===== src/rtl/pl_tx_sched_pkg.sv =====
// -----------------------------------------------------------------------------
// pd_pl_pkg : shared definitions for the PD protocol-layer transmit scheduler.
//   tx_state_e  : scheduler FSM states
//   PHY_*       : PHY packet type codes (SOP, SOP', SOP'', hard reset)
//   RES_*       : message completion result codes
//   tx_cpl_t    : one-cycle completion pulses plus held message result
// -----------------------------------------------------------------------------
package pd_pl_pkg;

   typedef enum logic [2:0] {
      ST_IDLE       = 3'd0,
      ST_TX_HRST    = 3'd1,
      ST_TX_GOODCRC = 3'd2,
      ST_TX_MSG     = 3'd3,
      ST_WAIT_CRC   = 3'd4
   } tx_state_e;

   localparam logic [2:0] PHY_SOP    = 3'h0;
   localparam logic [2:0] PHY_SOP_P  = 3'h1;
   localparam logic [2:0] PHY_SOP_PP = 3'h2;
   localparam logic [2:0] PHY_HRST   = 3'h3;

   localparam logic [1:0] RES_OK      = 2'h0;
   localparam logic [1:0] RES_DISCARD = 2'h1;
   localparam logic [1:0] RES_NO_CRC  = 2'h2;
   localparam logic [1:0] RES_HRST    = 2'h3;

   typedef struct packed {
      logic       msg_done;
      logic       gcrc_done;
      logic       hrst_done;
      logic [1:0] msg_result;
   } tx_cpl_t;

   // MessageID is a 3-bit rolling counter
   function automatic logic [2:0] next_msg_id(input logic [2:0] id);
      return id + 3'd1;
   endfunction

endpackage


===== src/rtl/pl_tx_sched_if.sv =====
// -----------------------------------------------------------------------------
// pl_tx_sched_if : request / PHY bus of the transmit scheduler.
//   slave  : scheduler side (takes requests and PHY status, drives PHY requests)
//   master : environment side (policy engine + PHY)
// -----------------------------------------------------------------------------
interface pl_tx_sched_if;
   logic       req_hrst_en;
   logic       req_hrst_done;
   logic       req_goodcrc_en;
   logic       req_goodcrc_done;
   logic       req_msg_en;
   logic [2:0] req_msg_type;
   logic       req_msg_done;
   logic [1:0] req_msg_result;
   logic       pl2phy_tx_packet_en;
   logic [2:0] pl2phy_tx_packet_type;
   logic       phy2pl_tx_packet_done;
   logic       phy2pl_tx_packet_result;
   logic       phy2pl_rx_packet_done;
   logic [1:0] phy2pl_rx_packet_result;
   logic       rx_goodcrc_match;
   logic       pl2phy_rx_packet_select;
   logic [2:0] tx_msg_id;

   modport slave (
      input  req_hrst_en, req_goodcrc_en, req_msg_en, req_msg_type,
             phy2pl_tx_packet_done, phy2pl_tx_packet_result,
             phy2pl_rx_packet_done, phy2pl_rx_packet_result, rx_goodcrc_match,
      output req_hrst_done, req_goodcrc_done, req_msg_done, req_msg_result,
             pl2phy_tx_packet_en, pl2phy_tx_packet_type,
             pl2phy_rx_packet_select, tx_msg_id
   );

   modport master (
      output req_hrst_en, req_goodcrc_en, req_msg_en, req_msg_type,
             phy2pl_tx_packet_done, phy2pl_tx_packet_result,
             phy2pl_rx_packet_done, phy2pl_rx_packet_result, rx_goodcrc_match,
      input  req_hrst_done, req_goodcrc_done, req_msg_done, req_msg_result,
             pl2phy_tx_packet_en, pl2phy_tx_packet_type,
             pl2phy_rx_packet_select, tx_msg_id
   );
endinterface


===== src/rtl/pl_tx_sched_timer.sv =====
// -----------------------------------------------------------------------------
// pl_tx_timer : GoodCRC wait timer.
//   clk, rst_n : clock, async active-low reset
//   i_load     : clear count to 0 (wins over i_en)
//   i_en       : count up by one
//   o_expire   : count has reached TIMEOUT-1 (last waiting cycle)
// -----------------------------------------------------------------------------
module pl_tx_timer #(
   parameter int           W       = 16,
   parameter logic [W-1:0] TIMEOUT = 16'd1800
) (
   input  logic clk,
   input  logic rst_n,
   input  logic i_load,
   input  logic i_en,
   output logic o_expire
);
   localparam logic [W-1:0] LAST = TIMEOUT - 1'b1;

   logic [W-1:0] r_cnt;

   always_ff @(posedge clk or negedge rst_n) begin
      if (!rst_n)      r_cnt <= '0;
      else if (i_load) r_cnt <= '0;
      else if (i_en)   r_cnt <= r_cnt + 1'b1;
   end

   assign o_expire = (r_cnt == LAST);
endmodule


===== src/rtl/pl_tx_sched.sv =====
// -----------------------------------------------------------------------------
// pl_tx_sched : PD protocol-layer transmit scheduler.
//   clk, rst_n : clock, async active-low reset
//   io_if      : pl_tx_sched_if.slave -- hard reset / GoodCRC / message
//                requests with done pulses, PHY tx request/completion,
//                PHY rx completion with GoodCRC match, tx_msg_id.
// Arbitrates requests by fixed priority (hard reset > GoodCRC > message),
// drives one PHY transmit at a time and waits CRC_RX_TIMEOUT cycles for
// the GoodCRC of a transmitted message.
// Build option: define PL_TX_SCHED_RETRY_EN to retransmit a message up to
// N_RETRY times on GoodCRC timeout; otherwise a timeout fails immediately.
// -----------------------------------------------------------------------------
module pl_tx_sched
   import pd_pl_pkg::*;
#(
   parameter logic [15:0] CRC_RX_TIMEOUT = 16'd1800,
   parameter int          N_RETRY        = 2
) (
   input  logic          clk,
   input  logic          rst_n,
   pl_tx_sched_if.slave  io_if
);
`ifdef PL_TX_SCHED_RETRY_EN
   localparam bit RETRY_EN = 1'b1;
`else
   localparam bit RETRY_EN = 1'b0;
`endif
   localparam logic [7:0] RETRY_MAX = 8'(N_RETRY);

   tx_state_e  r_state, w_next;
   tx_cpl_t    r_cpl, w_cpl;
   logic [2:0] r_type, w_type_nxt, r_msg_id;
   logic [7:0] r_retry;
   logic       w_type_ld, w_id_inc, w_id_clr, w_rty_inc, w_rty_clr;
   logic       w_tx_en, w_rx_sel, w_tmr_load, w_tmr_en, w_expire;
   logic       w_match, w_can_retry;

   assign w_match = io_if.phy2pl_rx_packet_done &&
                    (io_if.phy2pl_rx_packet_result == 2'd0) && io_if.rx_goodcrc_match;
   assign w_can_retry = RETRY_EN && (r_retry < RETRY_MAX);

   pl_tx_timer #(.W(16), .TIMEOUT(CRC_RX_TIMEOUT)) u_tmr (
      .clk      (clk),
      .rst_n    (rst_n),
      .i_load   (w_tmr_load),
      .i_en     (w_tmr_en),
      .o_expire (w_expire)
   );

   // state register
   always_ff @(posedge clk or negedge rst_n) begin
      if (!rst_n) r_state <= ST_IDLE;
      else        r_state <= w_next;
   end

   // next state; hard reset in WAIT_CRC aborts ahead of match/timeout,
   // and a match beats a timeout landing in the same cycle
   always_comb begin
      w_next = r_state;
      case (r_state)
         ST_IDLE:
            if (io_if.req_hrst_en)         w_next = ST_TX_HRST;
            else if (io_if.req_goodcrc_en) w_next = ST_TX_GOODCRC;
            else if (io_if.req_msg_en)     w_next = ST_TX_MSG;
         ST_TX_HRST, ST_TX_GOODCRC:
            if (io_if.phy2pl_tx_packet_done) w_next = ST_IDLE;
         ST_TX_MSG:
            if (io_if.phy2pl_tx_packet_done)
               w_next = io_if.phy2pl_tx_packet_result ? ST_IDLE : ST_WAIT_CRC;
         ST_WAIT_CRC:
            if (io_if.req_hrst_en)  w_next = ST_TX_HRST;
            else if (w_match)       w_next = ST_IDLE;
            else if (w_expire)      w_next = w_can_retry ? ST_TX_MSG : ST_IDLE;
         default: w_next = ST_IDLE;
      endcase
   end

   // outputs and datapath controls
   always_comb begin
      w_cpl            = '0;
      w_cpl.msg_result = r_cpl.msg_result;
      w_tx_en    = r_state inside {ST_TX_HRST, ST_TX_GOODCRC, ST_TX_MSG};
      w_rx_sel   = (r_state == ST_WAIT_CRC);
      w_tmr_en   = w_rx_sel;
      w_tmr_load = !w_rx_sel;       // timer sits at 0 until WAIT_CRC is entered
      w_type_ld  = 1'b0;
      w_type_nxt = r_type;
      w_id_inc   = 1'b0;
      w_id_clr   = 1'b0;
      w_rty_inc  = 1'b0;
      w_rty_clr  = 1'b0;
      case (r_state)
         ST_IDLE:
            if (io_if.req_hrst_en) begin
               w_type_ld  = 1'b1;
               w_type_nxt = PHY_HRST;
            end else if (io_if.req_goodcrc_en || io_if.req_msg_en) begin
               w_type_ld  = 1'b1;
               w_type_nxt = io_if.req_msg_type;
            end
         ST_TX_HRST:
            if (io_if.phy2pl_tx_packet_done) begin
               w_cpl.hrst_done = 1'b1;
               w_id_clr        = 1'b1;
               w_rty_clr       = 1'b1;
            end
         ST_TX_GOODCRC:
            if (io_if.phy2pl_tx_packet_done) w_cpl.gcrc_done = 1'b1;
         ST_TX_MSG:
            if (io_if.phy2pl_tx_packet_done && io_if.phy2pl_tx_packet_result) begin
               w_cpl.msg_done   = 1'b1;
               w_cpl.msg_result = RES_DISCARD;
               w_rty_clr        = 1'b1;
            end
         ST_WAIT_CRC:
            if (io_if.req_hrst_en) begin
               w_cpl.msg_done   = 1'b1;
               w_cpl.msg_result = RES_HRST;
               w_type_ld        = 1'b1;
               w_type_nxt       = PHY_HRST;
               w_rty_clr        = 1'b1;
            end else if (w_match) begin
               w_cpl.msg_done   = 1'b1;
               w_cpl.msg_result = RES_OK;
               w_id_inc         = 1'b1;
               w_rty_clr        = 1'b1;
            end else if (w_expire) begin
               if (w_can_retry) begin
                  w_rty_inc = 1'b1;
               end else begin
                  w_cpl.msg_done   = 1'b1;
                  w_cpl.msg_result = RES_NO_CRC;
                  w_rty_clr        = 1'b1;
               end
            end
         default: ;
      endcase
   end

   always_ff @(posedge clk or negedge rst_n) begin
      if (!rst_n) begin
         r_cpl    <= '0;
         r_type   <= 3'h0;
         r_msg_id <= 3'h0;
         r_retry  <= 8'h0;
      end else begin
         r_cpl <= w_cpl;
         if (w_type_ld) r_type <= w_type_nxt;
         if (w_id_clr)      r_msg_id <= 3'h0;
         else if (w_id_inc) r_msg_id <= next_msg_id(r_msg_id);
         if (w_rty_clr)      r_retry <= 8'h0;
         else if (w_rty_inc) r_retry <= r_retry + 8'd1;
      end
   end

   assign io_if.pl2phy_tx_packet_en     = w_tx_en;
   assign io_if.pl2phy_tx_packet_type   = r_type;
   assign io_if.pl2phy_rx_packet_select = w_rx_sel;
   assign io_if.tx_msg_id               = r_msg_id;
   assign io_if.req_msg_done            = r_cpl.msg_done;
   assign io_if.req_msg_result          = r_cpl.msg_result;
   assign io_if.req_goodcrc_done        = r_cpl.gcrc_done;
   assign io_if.req_hrst_done           = r_cpl.hrst_done;
endmodule


===== src/flat_wrapper.sv =====
// flat-port wrapper written by rule: the top's interface ports become plain ports
module pl_tx_sched_flat import pd_pl_pkg::*;
#(
   parameter logic [15:0] CRC_RX_TIMEOUT = 16'd1800,
   parameter int          N_RETRY        = 2
)
  (clk, rst_n, io_if_req_hrst_en, io_if_req_goodcrc_en, io_if_req_msg_en, io_if_req_msg_type, io_if_phy2pl_tx_packet_done, io_if_phy2pl_tx_packet_result, io_if_phy2pl_rx_packet_done, io_if_phy2pl_rx_packet_result, io_if_rx_goodcrc_match, io_if_req_hrst_done, io_if_req_goodcrc_done, io_if_req_msg_done, io_if_req_msg_result, io_if_pl2phy_tx_packet_en, io_if_pl2phy_tx_packet_type, io_if_pl2phy_rx_packet_select, io_if_tx_msg_id);
  pl_tx_sched_if io_if_i ();
  input  logic clk;
  input  logic rst_n;
  input wire logic [$bits(io_if_i.req_hrst_en)-1:0] io_if_req_hrst_en;
  input wire logic [$bits(io_if_i.req_goodcrc_en)-1:0] io_if_req_goodcrc_en;
  input wire logic [$bits(io_if_i.req_msg_en)-1:0] io_if_req_msg_en;
  input wire logic [$bits(io_if_i.req_msg_type)-1:0] io_if_req_msg_type;
  input wire logic [$bits(io_if_i.phy2pl_tx_packet_done)-1:0] io_if_phy2pl_tx_packet_done;
  input wire logic [$bits(io_if_i.phy2pl_tx_packet_result)-1:0] io_if_phy2pl_tx_packet_result;
  input wire logic [$bits(io_if_i.phy2pl_rx_packet_done)-1:0] io_if_phy2pl_rx_packet_done;
  input wire logic [$bits(io_if_i.phy2pl_rx_packet_result)-1:0] io_if_phy2pl_rx_packet_result;
  input wire logic [$bits(io_if_i.rx_goodcrc_match)-1:0] io_if_rx_goodcrc_match;
  output wire logic [$bits(io_if_i.req_hrst_done)-1:0] io_if_req_hrst_done;
  output wire logic [$bits(io_if_i.req_goodcrc_done)-1:0] io_if_req_goodcrc_done;
  output wire logic [$bits(io_if_i.req_msg_done)-1:0] io_if_req_msg_done;
  output wire logic [$bits(io_if_i.req_msg_result)-1:0] io_if_req_msg_result;
  output wire logic [$bits(io_if_i.pl2phy_tx_packet_en)-1:0] io_if_pl2phy_tx_packet_en;
  output wire logic [$bits(io_if_i.pl2phy_tx_packet_type)-1:0] io_if_pl2phy_tx_packet_type;
  output wire logic [$bits(io_if_i.pl2phy_rx_packet_select)-1:0] io_if_pl2phy_rx_packet_select;
  output wire logic [$bits(io_if_i.tx_msg_id)-1:0] io_if_tx_msg_id;
  assign io_if_i.req_hrst_en = io_if_req_hrst_en;
  assign io_if_i.req_goodcrc_en = io_if_req_goodcrc_en;
  assign io_if_i.req_msg_en = io_if_req_msg_en;
  assign io_if_i.req_msg_type = io_if_req_msg_type;
  assign io_if_i.phy2pl_tx_packet_done = io_if_phy2pl_tx_packet_done;
  assign io_if_i.phy2pl_tx_packet_result = io_if_phy2pl_tx_packet_result;
  assign io_if_i.phy2pl_rx_packet_done = io_if_phy2pl_rx_packet_done;
  assign io_if_i.phy2pl_rx_packet_result = io_if_phy2pl_rx_packet_result;
  assign io_if_i.rx_goodcrc_match = io_if_rx_goodcrc_match;
  assign io_if_req_hrst_done = io_if_i.req_hrst_done;
  assign io_if_req_goodcrc_done = io_if_i.req_goodcrc_done;
  assign io_if_req_msg_done = io_if_i.req_msg_done;
  assign io_if_req_msg_result = io_if_i.req_msg_result;
  assign io_if_pl2phy_tx_packet_en = io_if_i.pl2phy_tx_packet_en;
  assign io_if_pl2phy_tx_packet_type = io_if_i.pl2phy_tx_packet_type;
  assign io_if_pl2phy_rx_packet_select = io_if_i.pl2phy_rx_packet_select;
  assign io_if_tx_msg_id = io_if_i.tx_msg_id;
  pl_tx_sched #(.CRC_RX_TIMEOUT(CRC_RX_TIMEOUT), .N_RETRY(N_RETRY)) u_core (.clk(clk), .rst_n(rst_n), .io_if(io_if_i));
endmodule

===== config.mk =====
export PLATFORM = sky130hd
export DESIGN_NAME = pl_tx_sched_flat
export DESIGN_NICKNAME = d
export VERILOG_FILES = /design/src/rtl/pl_tx_sched_pkg.sv /design/src/rtl/pl_tx_sched_if.sv /design/src/rtl/pl_tx_sched_timer.sv /design/src/rtl/pl_tx_sched.sv /design/src/flat_wrapper.sv
export SDC_FILE = /design/constraint.sdc
export NUM_CORES = 1
export LEC_CHECK = 0
export CAP_MARGIN = 25
export CORE_MARGIN = 2
export CORE_UTILIZATION = 53
export CTS_BUF_LIST = sky130_fd_sc_hd__clkbuf_2
export DETAILED_ROUTE_END_ITERATION = 8
export GPL_TIMING_DRIVEN = 0
export HOLD_SLACK_MARGIN = 0.03
export PLACE_DENSITY = 0.81
export SETUP_SLACK_MARGIN = 0.15
export SYNTH_ARGS = -nofsm -noshare
export SYNTH_HDL_FRONTEND = slang
export SYNTH_SLANG_ARGS = --single-unit

===== constraint.sdc =====
create_clock -name clk -period 2.07 [get_ports clk]
set_input_delay 0.207 -clock clk [delete_from_list [all_inputs] [get_ports clk]]
set_output_delay 0.207 -clock clk [all_outputs]
set_load 0.01 [all_outputs]

### Word-level counts from Yosys, hierarchy flattened

Cells that the tools add are included.
Widths: inputs -> output; s select.

* equality and inequality tests: 12
* muxes and demuxes: 37
* reductions and logical operators: 14
* add/subtract/negate cells: 2

Operators with widths (count)
* $mux 3: 14
* $add 16x1->16 const B: 1
* $eq 16x11->1 const B: 1
* $mux 16: 1
* $mux 1: 13
* $pmux 3 s4: 1
* $mux 2: 4
* $ne 2x2->1 const B: 4
* $reduce_and 4->1: 2
* $eq 3x2->1 const B: 2
* $pmux 3 s2: 1
* $reduce_bool 2->1: 3
* $ne 4x2->1 const B: 1
* $ne 4x4->1 const B: 1
* $pmux 1 s2: 2
* $pmux 2 s2: 1
* $add 3x1->3 const B: 1
* $eq 3x1->1 const B: 1
* $eq 3x3->1 const B: 1
* $logic_and 1x1->1: 3
* $logic_not 3->1: 1
* $ne 3x2->1 const B: 1
* $reduce_and 3->1: 1
* $reduce_bool 3->1: 1
* other kinds (3): 3

* bits of input ports: 14
* output and inout port bits: 13
* flip-flop bits (word level): 30

### Depth between registers and ports, before layout

Gate-level depths: netlist of run 1.

* depth in word-level cells: 8
* depth in mapped cells: 5
* gate-level depth less buffers: 5

### Hierarchy

From an unflattened synthesis of run 1, not the netlist that was laid out.

* cell total of the unflattened synthesis: 156
* area, all modules: 1584.0 µm²

By module, submodules not included
* pl_tx_timer: instances 1, seq. area each 400.4 µm², area each 842.1 µm², cells an instance 84
* pl_tx_sched: instances 1, seq. area each 350.3 µm², area each 742.0 µm², cells an instance 72

### Worst setup path after synthesis of run 1

Ideal clock, no wire load.

* path type: reg2reg
* start point: register u_core.r_state[0]
* end point: register u_core.r_msg_id[1], in the netlist u_core.io_if.tx_msg_id[1]
* stages on the path, launching flop included: 6
* clock period less this slack: 1.474 ns
* data required time: 1.951 ns
* setup slack: 0.596 ns
* data arrival time: 1.355 ns
* cell sequence: dfrtp_1 -> or3b_1 -> buf_6 -> nor3_4 -> mux2i_1 -> nor2_1

* word-level cells in the longest chain between the ends: 3
* elaborated cells on any way between the ends: 6
* classes of those cells: eq/ne (2); mux (3); reduce/logical (1)

Ends and longest elaborated chain
* start: declaration: RTL line pl_tx_sched.sv:30 `tx_state_e r_state, w_next;`
* start signal: assignment: RTL line pl_tx_sched.sv:53 `else r_state <= w_next;`
* $eq 3x1->1 / $eq 3x3->1 (equally long branches): RTL line pl_tx_sched.sv:92 `case (r_state)`
* $mux 1: RTL line pl_tx_sched.sv:92
* $mux 3 / $reduce_bool 2->1 (equally long branches)
* end signal: assignment: RTL line pl_tx_sched.sv:150 `else if (w_id_inc) r_msg_id <= next_msg_id(r_msg_id);`
* end: declaration: RTL line pl_tx_sched.sv:32 `logic [2:0] r_type, w_type_nxt, r_msg_id;`

Several ways; a longest one is shown, not always the timed one.
A chain may end at the register's enable or synchronous reset.

### Final worst setup path of run 1

* start point: register u_core.r_state[0]
* end point: output io_if_pl2phy_rx_packet_select

* word-level cells in the longest chain between the ends: 1

Ends and longest elaborated chain
* $eq 3x3->1: RTL line pl_tx_sched.sv:83 `w_rx_sel = (r_state == ST_WAIT_CRC);`
* end: declaration: RTL line flat_wrapper.sv:26 `output wire logic [$bits(io_if_i.pl2phy_rx_packet_select)-1:0] io_if_pl2phy_rx_packet_select;`

No other way between the ends.

==> flow_summary.ini, run 1 <==
[status]
status = finished clean

[clocking]
path_clk_slew_ns = 0.14
clock_latency_ns = 0.35
numCtsBuffers = 5
cts_tree = yes
htree_levels = 2
cts_hold_buf = 0
cts-root-buf = clkbuf_2
cts.sinks = 30
clock_path_buffers = 2

[sta]
final.setup.tns_ns = 0
worst_pin_slew_ns = 0.5349
post-route-min-period_ns = 1.854
max_freq_mhz = 539.3
setup_slack_ns = 0.2156
rsz0062_at_grt = yes
min_period_over_period_pct = 89.59
finalSetupViolCount = 0
skew_ns = 0.01091
hold_viol_final = 0
slew_headroom_pct = 64.23
drv_slew = 0

[floorplan]
initial_core_util_pct = 54.77
dieArea_sq_mm = 0.003214
die_w_um = 56.69
core_sq_mm = 0.002686
die_h_um = 56.69
pin_count = 27
num_rows = 19

[route]
num_vias = 1206
drtIter0Drc = 42
wl_met3_um = 117
first_pass_iters = 4
met1_length_mm = 1.321
drc = 0
wl_mm = 3.104
vias_per_cell = 5.743
topRoutingLayerUsed = met4
post_drt_wl_per_cell_um = 14.78
wl_met2_mm = 1.608
ant_nets = 0

[layout]
fill_cells = 208
layout-drive-gt1-share_pct = 12.29
final_common_cell = dfrtp_1
n_antenna_cell = 0
final_util_pct = 69.49
layout_common_cells = dfrtp_1, clkdlybuf4s50_1, nor2_1, xor2_1, nand2_1
fin_nets = 196
area_growth_pct = 26.87

[placement]
dp_hpwl_mm = 2.274
gp_congestion = 0.7878
place_ws_ns = -0.02002
port_buffers = 26

[yosys]
syn_area_sq_mm = 0.001471
postSynthCellCount = 143
ys_seq_area_share_pct = 51.02
synth_nets = 159
yosysWarnings = 0
post-synth-top-area-fraction_pct = 51.02
synth.distinct_cells = 37
netlist_top_cells_area = dfrtp_1, xor2_1, nor2_1
synth_top_area_cell = dfrtp_1
ys_ff_latch = 30
avgSynthCellArea_sq_um = 10.29

[grt]
antenna_found_initial = 0
grt_pass1_vias = 1227
grt_max_degree = 22
grt_pass1_wl_mm = 5.409
grt_use_total_pct = 22.15
grt_overflow = 0

[power]
leakage_nw = 0.8203
power_frac_comb_pct = 32.6
p_int_w = 0.0009641
clockPowerShare_pct = 18.3
p_sw_share_pct = 31.10
irDropWorstVdd_v = 0.0005871
p_switching_w = 0.0004351
pwr-share-seq_pct = 49.1
p_per_area_mw_per_mm2 = 749.5

[setup_path]
crit_type = reg -> out
cp.arrival_ns = 1.65
cp.required_ns = 1.86
critPathTopFamily = buffers and inverters
endpoint_kind = output port
critPathBufInv = 3
path_max_fanout = 14
start_kind = flip-flop
crit_path_max_incr_delay_ns = 0.41
slowest_stage = dfrtp_1
path_cells = or3b_4 > buf_8 > inv_1 > dlygate4sd2_1

[worst_hold_path]
hp-class = in -> async

[run]
cap_violations = 0
worst reg2reg max path, cell delays in order, from the launching register on:
cell	delay [ns]
dfrtp_1	0.41
ha_1	0.31
and4_1	0.23
nand4_1	0.19
and2_1	0.21
a221oi_1	0.23
final timing paths:
check | endpoint | depth (start not counted) | slack (ns) | start
worst max-delay path | io_if_pl2phy_rx_packet_select | 4 | 0.22 | u_core.r_state[0]$_DFFE_PN0P_
worst min-delay path | u_core.u_tmr.r_cnt[12]$_DFF_PN0_ | 1 | 0.19 | rst_n
worst max register to register | u_core.io_if.req_msg_result[1]$_DFFE_PN0P_ | 5 | 0.40 | u_core.u_tmr.r_cnt[0]$_DFF_PN0_
worst min register to register | u_core.u_tmr.r_cnt[0]$_DFF_PN0_ | 1 | 0.49 | u_core.u_tmr.r_cnt[0]$_DFF_PN0_
max in group asynchronous | u_core.u_tmr.r_cnt[4]$_DFF_PN0_ | 2 | 1.40 | rst_n
min in group clk | u_core.r_state[2]$_DFFE_PN0P_ | 2 | 0.43 | io_if_phy2pl_tx_packet_result
power by group through the flow:
| stage | Sequential [W] | Clock (W) | Combinational (W) |
|---|---|---|---|
| 2_1_floorplan | 0.000729 | 0 | 0.000155 |
| 3_3_place_gp | 0.000714 | 0 | 0.000353 |
| 3_5_place_dp | 0.000717 | 0 | 0.000370 |
| 4_1_cts | 0.000685 | 0.000255 | 0.000439 |
| 5_1_grt | 0.000696 | 0.000284 | 0.000495 |
| 6_report | 0.000687 | 0.000256 | 0.000457 |
cells in the mapped netlist:
library cell / n
or3b_1: 1
and3_1: 4
a221oi_1: 1
o22ai_1: 3
or4bb_1: 1
dfrtp_1: 30
o21ba_2: 1
buf_6: 1
and4bb_2: 2
nor3b_1: 1
o32ai_1: 1
mux2i_1: 1
nor2_1: 24
ha_1: 2
nor3_1: 1
nor4_4: 1
clkbuf_1: 1
a32o_1: 1
nand3_1: 7
nand4_1: 4
inv_1: 5
nor3_4: 1
buf_4: 1
nor4_1: 1
a31oi_1: 1
and2_1: 2
or3_1: 2
nand4b_1: 2
nor4b_1: 1
xor2_1: 11
o21ai_0: 6
and4_1: 4
nand2_1: 8
buf_2: 1
xnor2_1: 3
or2_2: 1
a21oi_1: 5
state kept, by name, indices dropped and copies added (netlist names):
signal	cells
u_core.io_if.req_goodcrc_done	1
u_core.io_if.tx_msg_id	3
u_core.u_tmr.r_cnt	16
u_core.r_state	3
u_core.io_if.pl2phy_tx_packet_type	3
u_core.io_if.req_msg_result	2
u_core.io_if.req_msg_done	1
u_core.io_if.req_hrst_done	1
final cells by class:
cell class / instances / area, sq um / area share [%]
well taps: 31 / 38.79 / 2.078
plain buffers: 3 / 27.53 / 1.475
inverters: 5 / 18.77 / 1.005
flip-flops and latches: 30 / 752.0 / 40.28
repair buffers: 31 / 316.6 / 16.96
multi-input cells: 104 / 684.4 / 36.66
clock buffers: 5 / 25.02 / 1.340
clock inverters: 1 / 3.754 / 0.2011
what timing repair did:
item / 4_1_cts / 5_1_grt
setup endpoints to repair: 2 / 2
buffers inserted: 3 / 1
cloned: 0 / 0
gates resized for setup: 4 / 2
pin swaps: 0 / 1
kinds of logic after synthesis:
| kind of cell | count (synthesis) | synth area share (%) |
|---|---|---|
| AND/OR/NAND/NOR | 68 | 27.13 |
| flip-flops | 30 | 51.02 |
| AO/OA/AOI/OAI | 19 | 7.994 |
| XOR/XNOR | 14 | 8.333 |
| buffers and inverters | 9 | 3.146 |
| adder cells (fa/ha/maj) | 2 | 1.700 |
| multiplexers | 1 | 0.6803 |
layer usage:
metal  global-route usage [%]  up-vias
li1                         -      578
met1                    27.10      594
met2                    36.54       24
met3                    5.300       10
met4                    10.54        0
met5                        0        -
per-stage QoR:
step	hold WS (ns)	instances	instance area [sq um]	total power [W]
finish	0.1855	210	1867	0.001399
floorplan	-0.08859	143	1471	0.0008839
detailed placement	0.4738	201	1798	0.001087
global placement	0.4590	200	1770	0.001066
CTS	0.1999	209	1853	0.001380
global route	0.1944	210	1867	0.001475
(Power assumes the default switching activity.)
==> run 2, diff against run 1 <==
--- a/config.mk
+++ b/config.mk
@@ -5,14 +5,16 @@
 export SDC_FILE = /design/constraint.sdc
 export NUM_CORES = 1
 export LEC_CHECK = 0
-export CAP_MARGIN = 25
+export CAP_MARGIN = 20
+export CELL_PAD_IN_SITES_DETAIL_PLACEMENT = 1
+export CELL_PAD_IN_SITES_GLOBAL_PLACEMENT = 1
 export CORE_MARGIN = 2
-export CORE_UTILIZATION = 53
+export CORE_UTILIZATION = 41
 export CTS_BUF_LIST = sky130_fd_sc_hd__clkbuf_2
 export DETAILED_ROUTE_END_ITERATION = 8
 export GPL_TIMING_DRIVEN = 0
 export HOLD_SLACK_MARGIN = 0.03
-export PLACE_DENSITY = 0.81
+export PLACE_DENSITY_LB_ADDON = 0.1
 export SETUP_SLACK_MARGIN = 0.15
 export SYNTH_ARGS = -nofsm -noshare
 export SYNTH_HDL_FRONTEND = slang
==> flow_summary.ini, run 2 (same netlist as run 1, synthesis figures left out) <==
[status]
status = finished clean

[grt]
grt_max_degree = 21
grt_overflow = 0
antenna_found_initial = 0
grt_pass1_vias = 1367
grt_pass1_wl_mm = 6.285
grt_use_total_pct = 20.19

[layout]
area_growth_pct = 29.25
top_register = u_core.u_tmr.r_cnt
multi_input_area_sq_um = 684.4
seq_area_sq_um = 752.0
largest_reg_flops = 16
fin_nets = 199
final_util_pct = 56.11
layout_common_cells = dfrtp_1, clkdlybuf4s50_1, nor2_1, xor2_1
final_cells = 230
fill_cells = 385
n_antenna_cell = 0
final_common_cell = dfrtp_1
fin_area_sq_mm = 0.001902
layout-drive-gt1-share_pct = 15.22

[sta]
rsz0062_at_grt = no
worst_pin_slew_ns = 0.5401
finalSetupViolCount = 0
max_freq_mhz = 547.7
skew_ns = 0.01138
min_period_over_period_pct = 88.20
post-route-min-period_ns = 1.826
final.setup.tns_ns = 0
hold_viol_final = 0
slew_headroom_pct = 63.88
drv_slew = 0

[power]
p_int_w = 0.001012
clockPowerShare_pct = 19.8
p_sw_share_pct = 32.88
leakage_nw = 0.8290
pwr-share-seq_pct = 45.9
p_per_area_mw_per_mm2 = 792.7
power_frac_comb_pct = 34.3
p_switching_w = 0.0004956
irDropWorstVdd_v = 0.0005113

[placement]
gp_congestion = 0.8471
dp_hpwl_mm = 2.541
placed_cells = 216
postPlaceCellArea_sq_mm = 0.001804
port_buffers = 26

[clocking]
cts_hold_buf = 0
cts-root-buf = clkbuf_2
clock_path_buffers = 2
cts.sinks = 30
path_clk_slew_ns = 0.17
htree_levels = 2
cts_tree = yes
numCtsBuffers = 5
clock_latency_ns = 0.39

[setup_path]
crit_path_max_incr_delay_ns = 0.54
path_max_fanout = 8
endpoint_kind = output port
cp.required_ns = 1.86
cp.arrival_ns = 1.62
slowest_stage = clkdlybuf4s50_1
rr_worst_depth = 5
crit_type = reg -> out
start_kind = flip-flop
path_cells = buf_4 > nor2_1 > clkdlybuf4s50_1

[route]
num_vias = 1248
drtIter0Drc = 56
wl_mm = 3.692
ant_nets = 0
first_pass_iters = 4
drc = 0
post_drt_wl_per_cell_um = 16.05
vias_per_cell = 5.426

[floorplan]
initial_core_util_pct = 43.41
dieArea_sq_mm = 0.004084
pin_count = 27
core_sq_mm = 0.003390
die_w_um = 63.91
num_rows = 21
die_h_um = 63.91

[worst_hold_path]
hp-class = in -> async

[run]
cap_violations = 0
run 2: cell count changes in the layout (fill, tap and decap cells not counted):
cell / delta
buf_4: +3
or3b_1: +1
clkbuf_2: +2
buf_16: -1
ha_2: +1
ha_1: -1
clkinv_2: +1
buf_8: +1
or3b_4: -1
dlygate4sd2_1: -1
run 2: final timing paths:
path                                            startpoint                                    endpoint  slack (ns)
max in group asynchronous                            rst_n               u_core.r_state[2]$_DFFE_PN0P_        1.37
max reg2reg                u_core.u_tmr.r_cnt[0]$_DFF_PN0_  u_core.io_if.req_msg_result[1]$_DFFE_PN0P_        0.40
min reg2reg                u_core.u_tmr.r_cnt[0]$_DFF_PN0_             u_core.u_tmr.r_cnt[0]$_DFF_PN0_        0.49
max                          u_core.r_state[2]$_DFFE_PN0P_                   io_if_pl2phy_tx_packet_en        0.24
min in group clk             io_if_phy2pl_tx_packet_result               u_core.r_state[2]$_DFFE_PN0P_        0.40
min                                                  rst_n             u_core.u_tmr.r_cnt[5]$_DFF_PN0_        0.14
run 2: power by group through the flow:
| stage | registers (W) | logic (W) | clock network (W) |
|---|---|---|---|
| 2_1_floorplan | 0.000729 | 0.000155 | 0 |
| 3_3_place_gp | 0.000714 | 0.000359 | 0 |
| 3_5_place_dp | 0.000718 | 0.000379 | 0 |
| 4_1_cts | 0.000687 | 0.000471 | 0.000312 |
| 5_1_grt | 0.000701 | 0.000556 | 0.000341 |
| 6_report | 0.000692 | 0.000517 | 0.000299 |
run 2: layout make-up:
type / count / share of cell area [%]
Clock inverter: 2 / 0.4605
Inverter: 5 / 0.9868
Buffer: 3 / 1.447
Tap cell: 46 / 3.026
Timing Repair Buffer: 34 / 16.97
Clock buffer: 6 / 1.579
Sequential cell: 30 / 39.54
Multi-Input combinational cell: 104 / 35.99
run 2: per-stage QoR:
stage          setup WS (ns)  hold slack [ns]  power [W]
2_1_floorplan         0.5962         -0.08859  0.0008839
3_3_place_gp         0.02050           0.4638   0.001073
3_5_place_dp       -0.004228           0.4713   0.001097
4_1_cts               0.1840           0.1371   0.001471
5_1_grt               0.1506           0.1512   0.001597
6_report              0.2443           0.1441   0.001507
run 2: what timing repair did:
action / 4_1_cts / 5_1_grt
endpoints found under the setup margin: 2 / 3
gates resized for setup: 4 / 4
setup buffers: 5 / 2
pin swaps: 0 / 1
run 2: critical path: cells and delay by family, from the launching register on:
kind	cells	cell delay (ns)
buffers and inverters	2	0.70
DFF	1	0.44
and+or+nand+nor	1	0.10
run 2: layer usage:
layer | vias up | global-route usage [%] | part of all wire, %
met5 | - | 0 | 0
met4 | 0 | 10.05 | 2.0
met3 | 6 | 6.690 | 4.0
met2 | 21 | 35.29 | 53
met1 | 634 | 21.62 | 41
li1 | 587 | - | -
==> run 3, diff against run 2 <==
--- a/config.mk
+++ b/config.mk
@@ -9,7 +9,7 @@
 export CELL_PAD_IN_SITES_DETAIL_PLACEMENT = 1
 export CELL_PAD_IN_SITES_GLOBAL_PLACEMENT = 1
 export CORE_MARGIN = 2
-export CORE_UTILIZATION = 41
+export CORE_UTILIZATION = 39
 export CTS_BUF_LIST = sky130_fd_sc_hd__clkbuf_2
 export DETAILED_ROUTE_END_ITERATION = 8
 export GPL_TIMING_DRIVEN = 0
==> constraint.sdc (replaced) <==
create_clock -name clk -period 2 [get_ports clk]
set_input_delay 0.2 -clock clk [delete_from_list [all_inputs] [get_ports clk]]
set_output_delay 0.2 -clock clk [all_outputs]
set_load 0.01 [all_outputs]
==> flow_summary.ini, run 3 (same netlist as run 1, synthesis figures left out) <==
[status]
status = finished clean

[worst_hold_path]
hp-class = in -> async

[layout]
area_growth_pct = 30.53
fill_cells = 438
multi_input_area_sq_um = 681.9
seq_area_sq_um = 752.0
top_register = u_core.u_tmr.r_cnt
layout-drive-gt1-share_pct = 15.14
n_antenna_cell = 0
final_common_cell = dfrtp_1
fin_nets = 200
largest_reg_flops = 16
layout_common_cells = dfrtp_1, clkdlybuf4s50_1, nor2_1, xor2_1, buf_4

[route]
drtIter0Drc = 28
first_pass_iters = 4
ant_nets = 0
met1_length_mm = 1.514
num_vias = 1229
topRoutingLayerUsed = met4
vias_per_cell = 5.275
wl_met3_um = 99
post_drt_wl_per_cell_um = 15.36
drc = 0
wl_mm = 3.578
wl_met2_mm = 1.888

[clocking]
cts-root-buf = clkbuf_2
cts_tree = yes
clock_path_buffers = 2
numCtsBuffers = 5
htree_levels = 2
cts.sinks = 30
cts_hold_buf = 0
path_clk_slew_ns = 0.17
clock_latency_ns = 0.38

[power]
leakage_nw = 0.8482
irDropWorstVdd_v = 0.0004688
p_switching_w = 0.0004997
pwr-share-seq_pct = 46.6
clockPowerShare_pct = 19.7
p_int_w = 0.001042
p_total_w = 0.001542
p_per_area_mw_per_mm2 = 802.9
p_sw_share_pct = 32.40
power_frac_comb_pct = 33.7

[setup_path]
path_max_fanout = 2
cp.arrival_ns = 1.51
endpoint_kind = output port
start_kind = flip-flop
cp.required_ns = 1.80
crit_type = reg -> out

[placement]
gp_congestion = 0.8370
port_buffers = 26
dp_hpwl_mm = 2.575
place_ws_ns = -0.06780

[sta]
rsz0062_at_grt = no
hold_viol_final = 0
drv_slew = 0
max_freq_mhz = 586.3
min_period_over_period_pct = 85.28
setup_slack_ns = 0.2945
skew_ns = 0.02862
post-route-min-period_ns = 1.706
slew_headroom_pct = 54.47
worst_pin_slew_ns = 0.6808
finalSetupViolCount = 0

[grt]
grt_pass1_wl_mm = 6.251
grt_use_total_pct = 19.71
grt_max_degree = 19
grt_overflow = 0
grt_pass1_vias = 1349
antenna_found_initial = 0

[floorplan]
dieArea_sq_mm = 0.004280
die_w_um = 65.43
pin_count = 27
initial_core_util_pct = 40.50
core_sq_mm = 0.003633
die_h_um = 65.43
num_rows = 22

[run]
cap_violations = 0
## run 3: per-layer routing
metal,track usage [%],up-vias
li1,-,591
met1,22.06,614
met2,34.82,17
met3,4.966,7
met4,9.375,0
met5,0,-
## run 3: metrics by stage
stage	util [%]	std cells	hold slack, ns	area, sq um	setup TNS, ns
finish	52.86	233	0.2182	1921	0
global route	52.86	233	0.2242	1921	0
CTS	52.69	232	0.2173	1914	0
detailed placement	50.07	218	0.4739	1819	-0.06780
global placement	49.31	217	0.4623	1792	-0.05660
floorplan	-	143	-0.09559	1471	0
## run 3: layout make-up
cell class | instances | share of cell area, %
Inverter | 5 | 0.9772
Sequential cell | 30 | 39.15
Multi-Input combinational cell | 104 | 35.50
Tap cell | 48 | 3.127
Clock inverter | 2 | 0.4560
Timing Repair Buffer | 35 | 17.98
Clock buffer | 6 | 1.564
Buffer | 3 | 1.238
## run 3: worst max-delay path: stages, from the launching register on
cell and delay (ns):
dfrtp_1 0.43, or3b_1 0.40, buf_6 0.13, inv_1 0.04, clkbuf_2 0.12
## run 3: final timing paths
path	from	end	slack, ns	cells past startpoint
setup / recovery	u_core.r_state[0]$_DFFE_PN0P_	io_if_pl2phy_rx_packet_select	0.29	4
hold / removal	rst_n	u_core.u_tmr.r_cnt[5]$_DFF_PN0_	0.22	1
setup reg to reg	u_core.r_state[0]$_DFFE_PN0P_	u_core.r_state[2]$_DFFE_PN0P_	0.30	5
hold reg to reg	u_core.u_tmr.r_cnt[0]$_DFF_PN0_	u_core.u_tmr.r_cnt[0]$_DFF_PN0_	0.49	1
max in group asynchronous	rst_n	u_core.u_tmr.r_cnt[10]$_DFF_PN0_	1.25	2
min in group clk	io_if_phy2pl_tx_packet_result	u_core.r_state[2]$_DFFE_PN0P_	0.41	2
## run 3: what timing repair did
action	4_1_cts	5_1_grt
resized for setup	4	3
setup buffers	7	1
setup endpoints to repair	2	3
pin swaps	1	1
## run 3: power by group through the flow
stage               registers [W]  logic, W  clock network [W]
finish                   0.000719  0.000520           0.000304
detailed placement       0.000747  0.000391                  0
CTS                      0.000716  0.000509           0.000319
floorplan                0.000754  0.000161                  0
global route             0.000729  0.000563           0.000350
global placement         0.000739  0.000373                  0
